<file path="src/rtl/particle_renderer.sv">
// Particle renderer: erases last frame's particles, fetches the current list and draws it.
// Define RENDER_SPRITE_2X2_EN to draw/erase each particle as a clipped 2x2 sprite.
module particle_renderer #(
  parameter int         N_OBJ       = 8,
  parameter logic [2:0] ERASE_COLOR = 3'b000,
  localparam int        IDX_W       = $clog2(N_OBJ)
) (
  input  logic             clk_in,
  input  logic             reset_n,
  input  logic             frame_start,
  output logic             obj_req,
  output logic [IDX_W-1:0] obj_idx,
  input  logic             obj_valid,
  input  logic [5:0]       obj_x,
  input  logic [5:0]       obj_y,
  input  logic [2:0]       obj_color,
  output logic             write_en,
  output logic [5:0]       write_x,
  output logic [5:0]       write_y,
  output logic [2:0]       write_color,
  output logic             busy,
  output logic             frame_done
);

`ifdef RENDER_SPRITE_2X2_EN
  localparam int P = 4;
`else
  localparam int P = 1;
`endif

  typedef enum logic [2:0] {S_IDLE, S_ERASE, S_FETCH, S_DRAW, S_DONE} state_t;

  state_t           r_state;
  logic [IDX_W-1:0] r_slot;
  logic [1:0]       r_sub;
  logic [5:0]       r_cap_x, r_cap_y;
  logic [2:0]       r_cap_c;
  logic             r_obj_req;
  logic [IDX_W-1:0] r_obj_idx;
  logic             r_write_en;
  logic [5:0]       r_write_x, r_write_y;
  logic [2:0]       r_write_color;
  logic             r_busy, r_frame_done;

  logic [N_OBJ-1:0] r_sh_v;
  logic [5:0]       r_sh_x [N_OBJ];
  logic [5:0]       r_sh_y [N_OBJ];

  logic       w_xfer, w_last_slot, w_last_sub, w_in;
  logic [5:0] w_src_x, w_src_y;
  logic [6:0] w_px, w_py;

  assign w_xfer      = (r_state == S_FETCH) && r_obj_req && obj_valid;
  assign w_last_slot = (r_slot == IDX_W'(N_OBJ - 1));
  assign w_last_sub  = (r_sub == 2'(P - 1));

  // Sub-pixel order (x,y),(x+1,y),(x,y+1),(x+1,y+1); bit 6 set means off-panel.
  assign w_src_x = (r_state == S_ERASE) ? r_sh_x[r_slot] : r_cap_x;
  assign w_src_y = (r_state == S_ERASE) ? r_sh_y[r_slot] : r_cap_y;
  assign w_px    = {1'b0, w_src_x} + 7'(r_sub[0]);
  assign w_py    = {1'b0, w_src_y} + 7'(r_sub[1]);
  assign w_in    = !w_px[6] && !w_py[6];

  always_ff @(posedge clk_in) begin
    if (!reset_n) begin
      r_sh_v <= '0;
    end else if (w_xfer) begin
      r_sh_v[r_slot] <= (obj_color != 3'b000);
    end
  end

  always_ff @(posedge clk_in) begin
    if (w_xfer) begin
      r_sh_x[r_slot] <= obj_x;
      r_sh_y[r_slot] <= obj_y;
    end
  end

  always_ff @(posedge clk_in) begin
    if (!reset_n) begin
      r_state       <= S_IDLE;
      r_slot        <= '0;
      r_sub         <= '0;
      r_cap_x       <= '0;
      r_cap_y       <= '0;
      r_cap_c       <= '0;
      r_obj_req     <= 1'b0;
      r_obj_idx     <= '0;
      r_write_en    <= 1'b0;
      r_write_x     <= '0;
      r_write_y     <= '0;
      r_write_color <= '0;
      r_busy        <= 1'b0;
      r_frame_done  <= 1'b0;
    end else begin
      r_write_en   <= 1'b0;
      r_frame_done <= 1'b0;
      case (r_state)
        S_IDLE: begin
          if (frame_start) begin
            r_state <= S_ERASE;
            r_slot  <= '0;
            r_sub   <= '0;
            r_busy  <= 1'b1;
          end
        end
        S_ERASE: begin
          r_write_en    <= r_sh_v[r_slot] && w_in;
          r_write_x     <= w_px[5:0];
          r_write_y     <= w_py[5:0];
          r_write_color <= ERASE_COLOR;
          if (w_last_sub) begin
            r_sub <= '0;
            if (w_last_slot) begin
              r_slot  <= '0;
              r_state <= S_FETCH;
            end else begin
              r_slot <= r_slot + IDX_W'(1);
            end
          end else begin
            r_sub <= r_sub + 2'd1;
          end
        end
        S_FETCH: begin
          if (!r_obj_req) begin
            r_obj_req <= 1'b1;
            r_obj_idx <= r_slot;
          end else if (obj_valid) begin
            r_obj_req <= 1'b0;
            r_cap_x   <= obj_x;
            r_cap_y   <= obj_y;
            r_cap_c   <= obj_color;
            if (obj_color != 3'b000) begin
              r_state <= S_DRAW;
              r_sub   <= '0;
            end else if (w_last_slot) begin
              r_state <= S_DONE;
            end else begin
              r_slot <= r_slot + IDX_W'(1);
            end
          end
        end
        S_DRAW: begin
          r_write_en    <= w_in;
          r_write_x     <= w_px[5:0];
          r_write_y     <= w_py[5:0];
          r_write_color <= r_cap_c;
          if (w_last_sub) begin
            r_sub <= '0;
            if (w_last_slot) begin
              r_state <= S_DONE;
            end else begin
              r_slot  <= r_slot + IDX_W'(1);
              r_state <= S_FETCH;
            end
          end else begin
            r_sub <= r_sub + 2'd1;
          end
        end
        S_DONE: begin
          r_frame_done <= 1'b1;
          r_busy       <= 1'b0;
          r_state      <= S_IDLE;
        end
        default: r_state <= S_IDLE;
      endcase
    end
  end

  assign obj_req     = r_obj_req;
  assign obj_idx     = r_obj_idx;
  assign write_en    = r_write_en;
  assign write_x     = r_write_x;
  assign write_y     = r_write_y;
  assign write_color = r_write_color;
  assign busy        = r_busy;
  assign frame_done  = r_frame_done;

endmodule

</file>
<file path="config.mk">
export PLATFORM = sky130hd
export DESIGN_NAME = particle_renderer
export DESIGN_NICKNAME = d
export VERILOG_FILES = /design/src/rtl/particle_renderer.sv
export SDC_FILE = /design/constraint.sdc
export NUM_CORES = 1
export LEC_CHECK = 0
export BUFFER_PORTS_ARGS = -buffer_cell sky130_fd_sc_hd__buf_2
export CAP_MARGIN = 20
export CORE_ASPECT_RATIO = 1.75
export CORE_MARGIN = 3
export CORE_UTILIZATION = 40
export CTS_CLUSTER_DIAMETER = 200
export DETAILED_ROUTE_END_ITERATION = 10
export PLACE_DENSITY = 0.68
export SLEW_MARGIN = 0
export SYNTH_ARGS = -nofsm -noshare
export SYNTH_HDL_FRONTEND = slang
export SYNTH_SLANG_ARGS = --single-unit
</file>
<file path="constraint.sdc">
create_clock -name clk_in -period 4.35 [get_ports clk_in]
set_clock_uncertainty 0.15 [all_clocks]
set_input_delay 0.2175 -clock clk_in [delete_from_list [all_inputs] [get_ports clk_in]]
set_output_delay 0.2175 -clock clk_in [all_outputs]
set_load 0.05 [all_outputs]
</file>
Word level (Yosys, flattened, before mapping)
Memories as Yosys holds them, arrays and structs flattened. A register that Yosys moved wholly into a read port is not among the register bits.
Index checks and enable logic that the tools add are counted.
{ "word_totals": {"n_memories": 2, "elab_cells": 104, "ramBits": 96, "ff_bits": 53} }
{ "classes": {"n_mux": 45, "n_reduce_logical": 21, "n_eq_ne": 14, "add_sub_neg": 4, "bitwise": 1, "order_cmp": 2} }
{ "mem_list": {"columns": ["memory", "words", "width", "rd", "rd_ports_with_merged_regs", "wr", "line_no", "rtl"], "rows": [
  ["r_sh_x", 8, 6, 1, 1, 1, "46", "logic [5:0] r_sh_x [N_OBJ];"],
  ["r_sh_y", 8, 6, 1, 1, 1, "47", "logic [5:0] r_sh_y [N_OBJ];"]
]} }
{ "op_table": {"columns": ["op", "n"], "rows": [
  ["2-to-1 mux 3 bit", 21],
  ["one-hot mux 3 bit (4 select lines)", 2],
  ["adder 6 x 1 -> 7 bit", 2],
  ["!= test 2 bit (second input constant)", 7],
  ["AND reduction 7 bit", 2],
  ["2-to-1 mux 6 bit", 2],
  ["2-to-1 mux 2 bit", 5],
  ["bitwise mux 8 bit", 1],
  ["2-to-1 mux 1 bit", 8],
  ["== test 3 x 2 -> 1 bit (second input constant)", 2],
  ["== test 3 bit (second input constant)", 2],
  ["one-hot mux 2 bit (3 select lines)", 1],
  ["one-hot mux 3 bit (2 select lines)", 1],
  ["nonzero test 3 bit", 2],
  ["logical AND 1 bit", 5],
  ["AND reduction 5 bit", 1],
  ["< comparator 3 x 4 -> 1 bit (second input constant)", 1],
  ["one-hot mux 1 bit (2 select lines)", 2],
  ["AND reduction 2 bit", 2],
  ["nonzero test 2 bit", 2],
  ["nonzero test 4 bit", 1],
  ["adder 3 x 1 -> 3 bit (second input constant)", 1],
  ["binary-select mux 1 bit (select 3 bit)", 1],
  ["demux 1 bit (select 3 bit)", 1],
  ["other kinds (11)", 12]
]} }

Depth between registers and ports, before layout
Gate-level depths: netlist of the first run.
{ "logic_depth": {"word_depth": 8, "mapped_depth": 12} }

Worst setup path after synthesis of the first run
No wires, ideal clock.
{ "synth_path": {"path_kind": "register -> register", "start": "register r_obj_req (netlist: obj_req)", "end": "memory r_sh_x[0][0] (enable)", "setup_slack_ps": 1311, "stages_incl_launch_ff": 3, "n_path_buf": 0, "t_arrival_ps": 2469, "path_cell_list": "dfxtp_1 -> nand3_1 -> nor4_1"} }
{ "synth_between": {"elab_chain_cells": 4} }
{ "synth_rtl": {"columns": ["item", "line_no", "rtl"], "rows": [
  ["start, declared", "38", "logic r_obj_req;"],
  ["start signal, assigned", "87", "r_obj_req <= 1'b0;"],
  ["start signal, assigned", "126", "r_obj_req <= 1'b1;"],
  ["start signal, assigned", "129", "r_obj_req <= 1'b0;"],
  ["logical AND 1 bit (2 in series)", "53", "assign w_xfer = (r_state == S_FETCH) && r_obj_req && obj_valid;"],
  ["2-to-1 mux 1 bit", "73", "if (w_xfer) begin"],
  ["2-to-1 mux 1 bit (not written as such)", "74", "r_sh_x[r_slot] <= obj_x;"],
  ["end, declared", "46", null]
]} }
No other way between the ends.

Worst setup path in the final report of the first run
{ "layout_path": {"start": "register r_state[1]", "end": "memory r_sh_x[4][3] (enable)"} }
{ "layout_between": {"elab_chain_cells": 5} }
{ "layout_rtl": {"columns": ["item", "line_no", "rtl"], "rows": [
  ["start, declared", "33", "state_t r_state;"],
  ["start signal, assigned", "81", "r_state <= S_IDLE;"],
  ["start signal, assigned", "101", "r_state <= S_ERASE;"],
  ["start signal, assigned", "116", "r_state <= S_FETCH;"],
  ["== test 3 x 2 -> 1 bit", "53", null],
  ["logical AND 1 bit (2 in series)", "53", null],
  ["2-to-1 mux 1 bit", "73", null],
  ["2-to-1 mux 1 bit (not written as such)", "74", null]
]} }
No other way between the ends.

==> out/results.ini, run 1 <==
[power]
powerDensity_nw_per_um2 = 490
p_comb_share_pct = 15.3
sequentialPowerShare_pct = 44.7
total_power_mw = 3.65
power.switching_mw = 1.03
p_sw_share_pct = 28.1
p_leak_nw = 2.53
power.internal_mw = 2.63
power.share.clock_pct = 40.0
peakVddDrop_uv = 337

[sta]
setup_viol = 0
period_share_pct = 77.6
fin_setup_tns_ps = 0
finalMaxSlewViolations = 0
rsz0062_at_grt = no
fmax_ghz = 0.296
setup_slack_ps = 975
hold_violations = 0
tightest_slew_ps = 1060
relSlewSlack_pct = 28.8
finalCriticalPeriod_ps = 3380
worst_hold_slack_ps = 25.1

[floorplan]
start_util_pct = 41.0
die_area_sq_um = 17400
die_h_microns = 172
die-width_microns = 101
core_sq_um = 15400
rows = 60
io_pins = 41

[detailed_routing]
drtIter0Drc = 244
vias_per_cell = 5.48
drt_pre_antenna_iters = 5
ant_nets = 0
routed-via-count = 4063
wl_per_cell_microns = 18.7
remaining_drc_errors = 0
finalWirelength_microns = 13900

[clocking]
holdBufCountCts = 16
cts_resized = 0
cts.sinks = 152
clk_latency_ps = 420
htreeDepth = 4
cts_buffer_depth = 2
cts_tree = done
clk_pin_slew_ps = 60
clock-root-buffer = clkbuf_16
cts_setup_buffers = 0
numCtsBuffers = 17

[setup_path]
cp_max_fo = 18
cp-start-kind = flip-flop
slowest_stage = nor3_2
required_ps = 4240
path_buf_inv = 0
crit_family = simple AND/OR/NAND/NOR gates
critPathCaptureType = flip-flop
arrival_ps = 3260
ff2ff_setup_slack_ps = 970
crit_chain = nand2b_1, nor2_1, and3_1, nand2_1, nor3_2
cpPeakStageDelay_ps = 860
timing_worst_setup_path_type = reg2reg

[status]
outcome = finished clean

[logic_synthesis]
syn_inst = 487
synthesis.area_sq_um = 6310
synth-edff-count = 96
synth_nets = 516
synth_warnings = 0
ys.flop_type = edfxtp_1
ys_async_sr_fraction_pct = 0
synth.distinct_cells = 56
avgSynthCellArea_sq_um = 13.0
synth_seq_area_share_pct = 63.4
ys_ff_latch = 152

[final_layout]
final_layout_size_suffix_gt1_share_pct = 19.2
final_cell_mix = 96 x edfxtp_1, 62 x nand2_1, 55 x dfxtp_1, 40 x buf_2, 39 x a21oi_1
area_growth_syn_to_layout_pct = 18.1
final_common_cell = edfxtp_1
insertedDiodeCount = 0
nNetsFinal = 572

[worst_hold_path]
hold_path.class = in2reg

[placed_design]
portBuffers = 40
post-place-ws_ps = 1000
place.gp.congestion = 0.875
post-dp-hpwl_microns = 9600

[global_route]
grt_pass1_vias = 4097
grt_use_met3_pct = 3.51
grt_max_degree = 43
track_usage_pct = 16.7
grt-busiest-layer = met2
grtUsageMet2_pct = 30.0
antenna_found_initial = 0
grt_pass1_wl_microns = 21700
gr-usage-met1_pct = 18.6
gr-total-overflow = 0

[job]
max_cap_violations = 0

-- cells in the mapped netlist, drive strengths merged (2+ instances only) --
cell,number,share of area [%]
a31oi,5,0.69
edfxtp,96,46
nand2b,4,0.40
nor3,9,0.71
and2,6,0.59
a2bb2oi,2,0.28
xor2,2,0.28
inv,6,0.36
or3,6,0.59
nor2b,7,0.69
nand4,2,0.20
o211a,3,0.48
xnor2,4,0.56
nor2,27,1.6
ha,10,2.0
o31ai,3,0.73
nand3,9,0.71
o21ai,8,0.63
nand2,62,3.7
a22o,6,0.83
a41oi,3,0.42
a22oi,8,0.95
clkbuf,18,1.1
mux4,12,4.3
dfxtp,56,18
a21oi,39,3.1
nor4,3,0.30
and3,2,0.20
a211oi,6,0.71
nor3b,3,0.36
mux2i,36,5.9
buf,11,1.2
-- layer usage --
metal	vias to the layer above	part of all wire [%]
li1	1931	-
met1	1993	38
met2	109	55
met3	30	3.5
met4	0	3.0
met5	-	0
-- per-stage QoR --
| step | area [sq um] | util, % | cells |
|---|---|---|---|
| after detailed placement | 6700 | 43.5 | 694 |
| final | 7450 | 48.4 | 742 |
| after CTS | 7450 | 48.4 | 742 |
| after global routing | 7450 | 48.4 | 742 |
| after global placement | 6700 | 43.5 | 694 |
| after floorplan | 6310 | - | 487 |
-- final cells by class --
cell class / count / area, sq um
Timing Repair Buffer: 66 / 435
Fill cell: 1286 / 7940
Clock buffer: 17 / 425
Multi-Input combinational cell: 299 / 2160
Tap cell: 186 / 233
Sequential cell: 152 / 4010
Inverter: 7 / 26.3
Clock inverter: 15 / 164
-- state kept, by name, indices dropped and copies added (netlist names), named ones only --
| signal | count |
|---|---|
| busy | 1 |
| frame_done | 1 |
| obj_idx | 3 |
| obj_req | 1 |
| r_cap_c | 3 |
| r_cap_x | 6 |
| r_cap_y | 6 |
| r_sh_v | 8 |
| r_sh_x | 48 |
| r_sh_y | 48 |
| r_slot | 3 |
| r_state | 3 |
| r_sub | 2 |
| write_color | 3 |
| write_en | 1 |
| write_x | 6 |
| write_y | 6 |
-- cells by family (layout without fill, tap and decap cells) --
| kind of cell | Yosys count | count (layout) | share of synthesized area [%] |
|---|---|---|---|
| compound gates | 88 | 88 | 9.58 |
| buf+inv | 36 | 105 | 2.72 |
| fa+ha+maj | 10 | 10 | 1.98 |
| mux | 49 | 49 | 10.5 |
| xor+xnor | 6 | 6 | 0.833 |
| flops | 152 | 152 | 63.4 |
| simple gates | 146 | 146 | 11.0 |
-- power by group through the flow --
| stage | Clock [mW] | Sequential [mW] | Combinational, mW |
|---|---|---|---|
| after floorplan | 0 | 1.68 | 0.401 |
| after global placement | 0 | 1.66 | 0.539 |
| after detailed placement | 0 | 1.66 | 0.547 |
| after CTS | 1.48 | 1.63 | 0.565 |
| after global routing | 1.54 | 1.64 | 0.604 |
| final | 1.46 | 1.63 | 0.559 |
-- final timing paths --
check	from	endpoint	depth (start not counted)
min reg2reg	r_cap_y[2]	r_cap_y[2]	2
min	reset_n	busy	3
max	r_state[1]	r_sh_x[4][3]	5
max reg2reg	r_state[1]	r_sh_x[4][3]	5
-- worst register-to-register path, delay by kind of cell, from the launching register on --
kind	cells	cell delay, ps
and+or+nand+nor	5	2220
DFF	1	630
(Power assumes the default switching activity.)
==> inputs of run 2 (changes only) <==
ABC_AREA = 1   (was not set)
PLACE_DENSITY = 0.7   (was 0.68)
clock period = 2.8 ns   (was 4.35 ns; I/O delays follow)
==> out/results.ini, run 2 <==
[status]
outcome = finished clean

[global_route]
antenna_found_initial = 0  ; unchanged
gr-total-overflow = 0  ; unchanged
grt_pass1_wl_microns = 25400  ; +17%
grt_pass1_vias = 4876  ; +19%
grt_max_degree = 30  ; -30%
track_usage_pct = 18.6  ; +1.9 points

[clocking]
cts_setup_buffers = 0  ; unchanged
clk_latency_ps = 420  ; about the same
htreeDepth = 4  ; unchanged
numCtsBuffers = 17  ; unchanged
cts_buffer_depth = 2  ; unchanged
clock-root-buffer = clkbuf_16
cts.sinks = 152  ; unchanged
cts_tree = done
clk_pin_slew_ps = 60  ; about the same

[final_layout]
fill_cells = 1459  ; +13%
final_common_cell = nand2_1
nNetsFinal = 797  ; +39%
final_layout_size_suffix_gt1_share_pct = 15.4  ; -3.9 points
reg_top3 = r_sh_x x48, r_sh_y x48, r_sh_v x8
insertedDiodeCount = 0  ; unchanged
final_cell_mix = 169 x nand2_1, 96 x edfxtp_1, 82 x nor2_1, 63 x o21ai_0, 60 x inv_1
instances_no_fill = 970  ; +31%
fin_util_pct = 49.0  ; +0.61 points
area_growth_syn_to_layout_pct = 19.8

[setup_path]
rr_startpoint = r_state[0]
arrival_ps = 2580  ; -680 ps
cp_max_fo = 13  ; -5
required_ps = 2960  ; -1280 ps
reg2reg_to = write_x[4]
ff2ff_setup_slack_ps = 380  ; -590 ps
r2r_cells = 13  ; +8
cp-start-kind = flip-flop
critPathCaptureType = flip-flop
timing_worst_setup_path_type = reg2reg

[sta]
rsz0062_at_grt = no
finalCriticalPeriod_ps = 2420  ; -957 ps
fmax_ghz = 0.414  ; +40%
hold_violations = 0  ; unchanged
relSlewSlack_pct = 68.0  ; +39 points
setup_viol = 0  ; unchanged
fin_setup_tns_ps = 0  ; unchanged
tightest_slew_ps = 477  ; -585 ps
period_share_pct = 86.4  ; +8.8 points
finalMaxSlewViolations = 0  ; unchanged

[detailed_routing]
ant_nets = 0  ; unchanged
drt_pre_antenna_iters = 5  ; unchanged
finalWirelength_microns = 15800  ; +14%
vias_per_cell = 5.13  ; -6.3%
drtIter0Drc = 290  ; +19%
routed-via-count = 4979  ; +23%
wl_per_cell_microns = 16.3  ; -13%
remaining_drc_errors = 0  ; unchanged

[logic_synthesis]
yosysMostFrequentCell = nand2_1
synth_seq_area_share_pct = 61.6  ; -1.8 points
ys.flop_type = edfxtp_1
syn_inst = 697  ; +43%
synth_warnings = 0  ; unchanged
avgSynthCellArea_sq_um = 9.32  ; -28%
synth_nets = 726  ; +41%
yosys-top-cells-area = edfxtp_1 44%, dfxtp_1 17%, nand2_1 9.8%
yosysTopAreaCell = edfxtp_1
ys_ff_latch = 152  ; unchanged
synth_top_area_share_pct = 44.4  ; -1.3 points
synth.distinct_cells = 29  ; -48%
ys_top_cells_by_count = 169 x nand2_1, 96 x edfxtp_1, 82 x nor2_1
ys_async_sr_fraction_pct = 0  ; unchanged
synth-edff-count = 96  ; unchanged
synthesis.area_sq_um = 6500  ; +3.0%

[worst_hold_path]
whs_path_depth = 5  ; +2
hold_end = obj_req
min-delay-start = obj_valid
hold_path.class = in2reg

[placed_design]
place.gp.congestion = 0.897  ; +2.4%
dp.cells = 918  ; +32%
portBuffers = 40  ; unchanged
post-dp-hpwl_microns = 10600  ; +10%

[floorplan]
die-width_microns = 102  ; +1.4%
die_h_microns = 175  ; +1.4%
die_area_sq_um = 17900  ; +2.8%
core_sq_um = 15900  ; +3.2%
start_util_pct = 40.9  ; -0.072 points
io_pins = 41  ; unchanged
rows = 61  ; +1.7%

[power]
total_power_mw = 7.13  ; +95%
peakVddDrop_uv = 673  ; +100%
p_leak_nw = 3.24  ; +28%
powerDensity_nw_per_um2 = 916  ; +87%

[job]
max_cap_violations = 0  ; unchanged

## run 2: cell types whose count changed in the layout (fill, tap and decap cells not counted), moves of 12 or more
cell	change
a21oi_1	-16
inv_1	+54
mux2i_1	-35
nand2_1	+107
nand3_1	+48
nor2_1	+56
nor2_2	+12
o21ai_0	+56
## run 2: worst max-delay path by stage
stage,from,endpoint,slack (ps)
2_1_floorplan,obj_req,r_sh_x[1][0],630
3_3_place_gp,r_state[0],write_y[4],540
3_5_place_dp,r_state[0],write_x[4],470
4_1_cts,r_state[0],write_x[4],400
5_1_grt,r_state[0],write_x[4],230
6_report,r_state[0],write_x[4],380
## run 2: critical path, stage by stage, from the launching register on
cell     delay [ps]
dfxtp_1         510
nand2_2         230
nor2_4          250
inv_2           170
nand2_1         100
nand2_1          80
ha_1            210
ha_1            210
nand2_1          90
nor2_1           60
nand3_1          70
nand3_1          70
nand2_1          70
inv_1            40
## run 2: cell type report
type / count / area, sq um / share of cell area [%]
Sequential cell: 152 / 4000 / 51.4
Multi-Input combinational cell: 444 / 2080 / 26.7
Timing Repair Buffer: 81 / 571 / 7.33
Clock buffer: 19 / 433 / 5.56
Inverter: 72 / 270 / 3.47
Tap cell: 189 / 236 / 3.04
Clock inverter: 13 / 193 / 2.48
## run 2: cell families (layout without fill, tap and decap cells)
logic type | count (synthesis) | in the layout | share of synthesized area, %
compound gates | 102 | 102 | 8.49
xor+xnor | 1 | 1 | 0.135
fa+ha+maj | 10 | 10 | 1.93
buf+inv | 101 | 185 | 6.45
flops | 152 | 152 | 61.6
simple gates | 331 | 331 | 21.4
## run 2: metal layers
metal | part of all wire (%) | wire [microns] | GRT usage, % | up-vias
met4 | 5.0 | 796 | 9.85 | 0
met2 | 53 | 8310 | 32.1 | 155
met5 | 0 | 0 | 0 | -
met1 | 38 | 6020 | 21.0 | 2317
li1 | - | - | - | 2456
met3 | 4.3 | 677 | 4.08 | 51
## run 2: report_power, final
group | internal [mW] | total, mW | switching, mW
Combinational | 0.576 | 2.05 | 1.47
Sequential | 2.53 | 2.65 | 0.124
Clock | 1.51 | 2.43 | 0.921
Total | 4.61 | 7.13 | 2.51
## run 2: what timing repair did
| action | 4_1_cts | 5_1_grt |
|---|---|---|
| resized for setup | 0 | 0 |
| hold buffers | 20 | 0 |
| hold endpoints to repair | 118 | 0 |
## run 2: through the flow
step           instance area (sq um)  hold slack, ps  worst slack [ps]
3_3_place_gp                    6960             247               539
5_1_grt                         7780             188               229
3_5_place_dp                    6960             251               472
6_report                        7780             165               382
4_1_cts                         7780             153               395
2_1_floorplan                   6500            88.9               629
==> inputs of run 3 (changes only) <==
ABC_AREA = not set   (was 1)
==> out/results.ini, run 3 (same netlist as run 1, synthesis figures left out) <==
[status]
outcome = finished clean

[power]
total_power_mw = 5.81  ; -19%
p_leak_nw = 2.66  ; -18%
powerDensity_nw_per_um2 = 757  ; -17%
peakVddDrop_uv = 649  ; -3.6%

[setup_path]
endpoint = write_en
timing_worst_setup_path_type = reg2reg
arrival_ps = 2770  ; +190 ps
reg2reg_to = write_en
ff2ff_setup_slack_ps = 180  ; -200 ps
cp-start-kind = flip-flop
critPathCaptureType = flip-flop
cp_max_fo = 11  ; -2
r2r_cells = 7  ; -6
required_ps = 2950  ; about the same

[floorplan]
die_h_microns = 172  ; -1.4%
core_sq_um = 15400  ; -3.1%
die_area_sq_um = 17400  ; -2.8%
die-width_microns = 101  ; -1.4%
rows = 60  ; -1.6%
start_util_pct = 41.0  ; +0.072 points
io_pins = 41  ; unchanged

[sta]
finalMaxSlewViolations = 0  ; unchanged
fin_setup_tns_ps = 0  ; unchanged
rsz0062_at_grt = no
setup_slack_ps = 180  ; -203 ps
fmax_ghz = 0.382  ; -7.7%
period_share_pct = 93.6  ; +7.2 points
hold_violations = 0  ; unchanged
setup_viol = 0  ; unchanged
finalCriticalPeriod_ps = 2620  ; +203 ps
relSlewSlack_pct = 58.1  ; -9.9 points
tightest_slew_ps = 628  ; +151 ps

[detailed_routing]
drt_pre_antenna_iters = 5  ; unchanged
finalWirelength_microns = 15400  ; -2.4%
remaining_drc_errors = 0  ; unchanged
drtIter0Drc = 247  ; -15%
ant_nets = 0  ; unchanged
wl_per_cell_microns = 20.2  ; +24%
vias_per_cell = 5.59  ; +8.9%
routed-via-count = 4276  ; -14%

[worst_hold_path]
whs_path_depth = 5  ; unchanged
min-delay-start = obj_valid
hold_path.class = in2reg

[global_route]
grt_pass1_vias = 4496  ; -7.8%
antenna_found_initial = 0  ; unchanged
gr-total-overflow = 0  ; unchanged
grt_max_degree = 33  ; +10%
track_usage_pct = 18.5  ; -0.083 points
grt_pass1_wl_microns = 24100  ; -5.2%

[final_layout]
nNetsFinal = 595  ; -25%
reg_top3 = r_sh_x x48, r_sh_y x48, r_sh_v x8
fin_util_pct = 49.8  ; +0.81 points
insertedDiodeCount = 0  ; unchanged
area_growth_syn_to_layout_pct = 21.5
final_common_cell = edfxtp_1
fill_cells = 1277  ; -12%
final_layout_size_suffix_gt1_share_pct = 22.1  ; +6.7 points
final_cell_mix = 96 x edfxtp_1, 62 x nand2_1, 55 x dfxtp_1, 40 x buf_2, 39 x a21oi_1

[clocking]
cts_buffer_depth = 2  ; unchanged
cts_resized = 0  ; unchanged
numCtsBuffers = 17  ; unchanged
clk_pin_slew_ps = 60  ; about the same
clock-root-buffer = clkbuf_16
htreeDepth = 4  ; unchanged
cts.sinks = 152  ; unchanged
cts_setup_buffers = 0  ; unchanged
clk_latency_ps = 420  ; about the same
holdBufCountCts = 18  ; -10%
cts_tree = done

[placed_design]
place.gp.congestion = 0.885  ; -1.3%
post-dp-hpwl_microns = 10500  ; -0.33%
portBuffers = 40  ; unchanged
post-place-ws_ps = 184  ; -287 ps

[job]
max_cap_violations = 0  ; unchanged

run 3: changes by cell type in the layout (fill, tap and decap cells not counted), moves of 12 or more:
cell     change
mux2i_1     +35
nor2_2      -12
inv_1       -54
nand2_1    -107
a21oi_1     +16
nor2_1      -56
nand3_1     -48
o21ai_0     -56
run 3: how the worst min path moves through the flow:
stage / end
6_report: r_sub[0]
5_1_grt: r_sub[0]
4_1_cts: r_sub[0]
3_5_place_dp: busy
3_3_place_gp: busy
2_1_floorplan: r_sh_x[0][0]
run 3: cell type report:
type                       count  area, sq um  area share, %
timing repair buffer          89          626           8.16
sequential                   152         4010           52.2
tap                          186          233           3.03
inverter                       7         26.3          0.343
multi-input combinational    299         2170           28.3
clock inverter                12          140           1.83
clock buffer                  20          468           6.10
run 3: report_power, final:
| group | internal (mW) | switching, mW | leakage (nW) |
|---|---|---|---|
| logic | 0.371 | 0.635 | 1.06 |
| clock network | 1.40 | 0.912 | 0.290 |
| registers | 2.43 | 0.0602 | 1.32 |
run 3: per-stage QoR:
| stage | area [sq um] | hold slack [ps] | cells |
|---|---|---|---|
| finish | 7670 | 102 | 765 |
| global route | 7670 | 119 | 765 |
| CTS | 7670 | 88.5 | 765 |
| detailed placement | 6880 | 256 | 715 |
| global placement | 6880 | 242 | 715 |
| floorplan | 6320 | 88.9 | 487 |
run 3: metal layers:
| layer | vias to the layer above | GRT usage [%] | wire length (microns) |
|---|---|---|---|
| li1 | 1963 | - | - |
| met1 | 2122 | 20.1 | 5690 |
| met2 | 155 | 33.9 | 8440 |
| met3 | 36 | 3.88 | 701 |
| met4 | 0 | 8.97 | 589 |
| met5 | - | 0 | 0 |
run 3: critical path: stages (launching register included):
cell     delay, ps
dfxtp_1        630
nor2_1         270
a22o_1         290
o31ai_4        280
ha_1           240
nor3b_1        330
nor3b_1        240
nor4_1          70
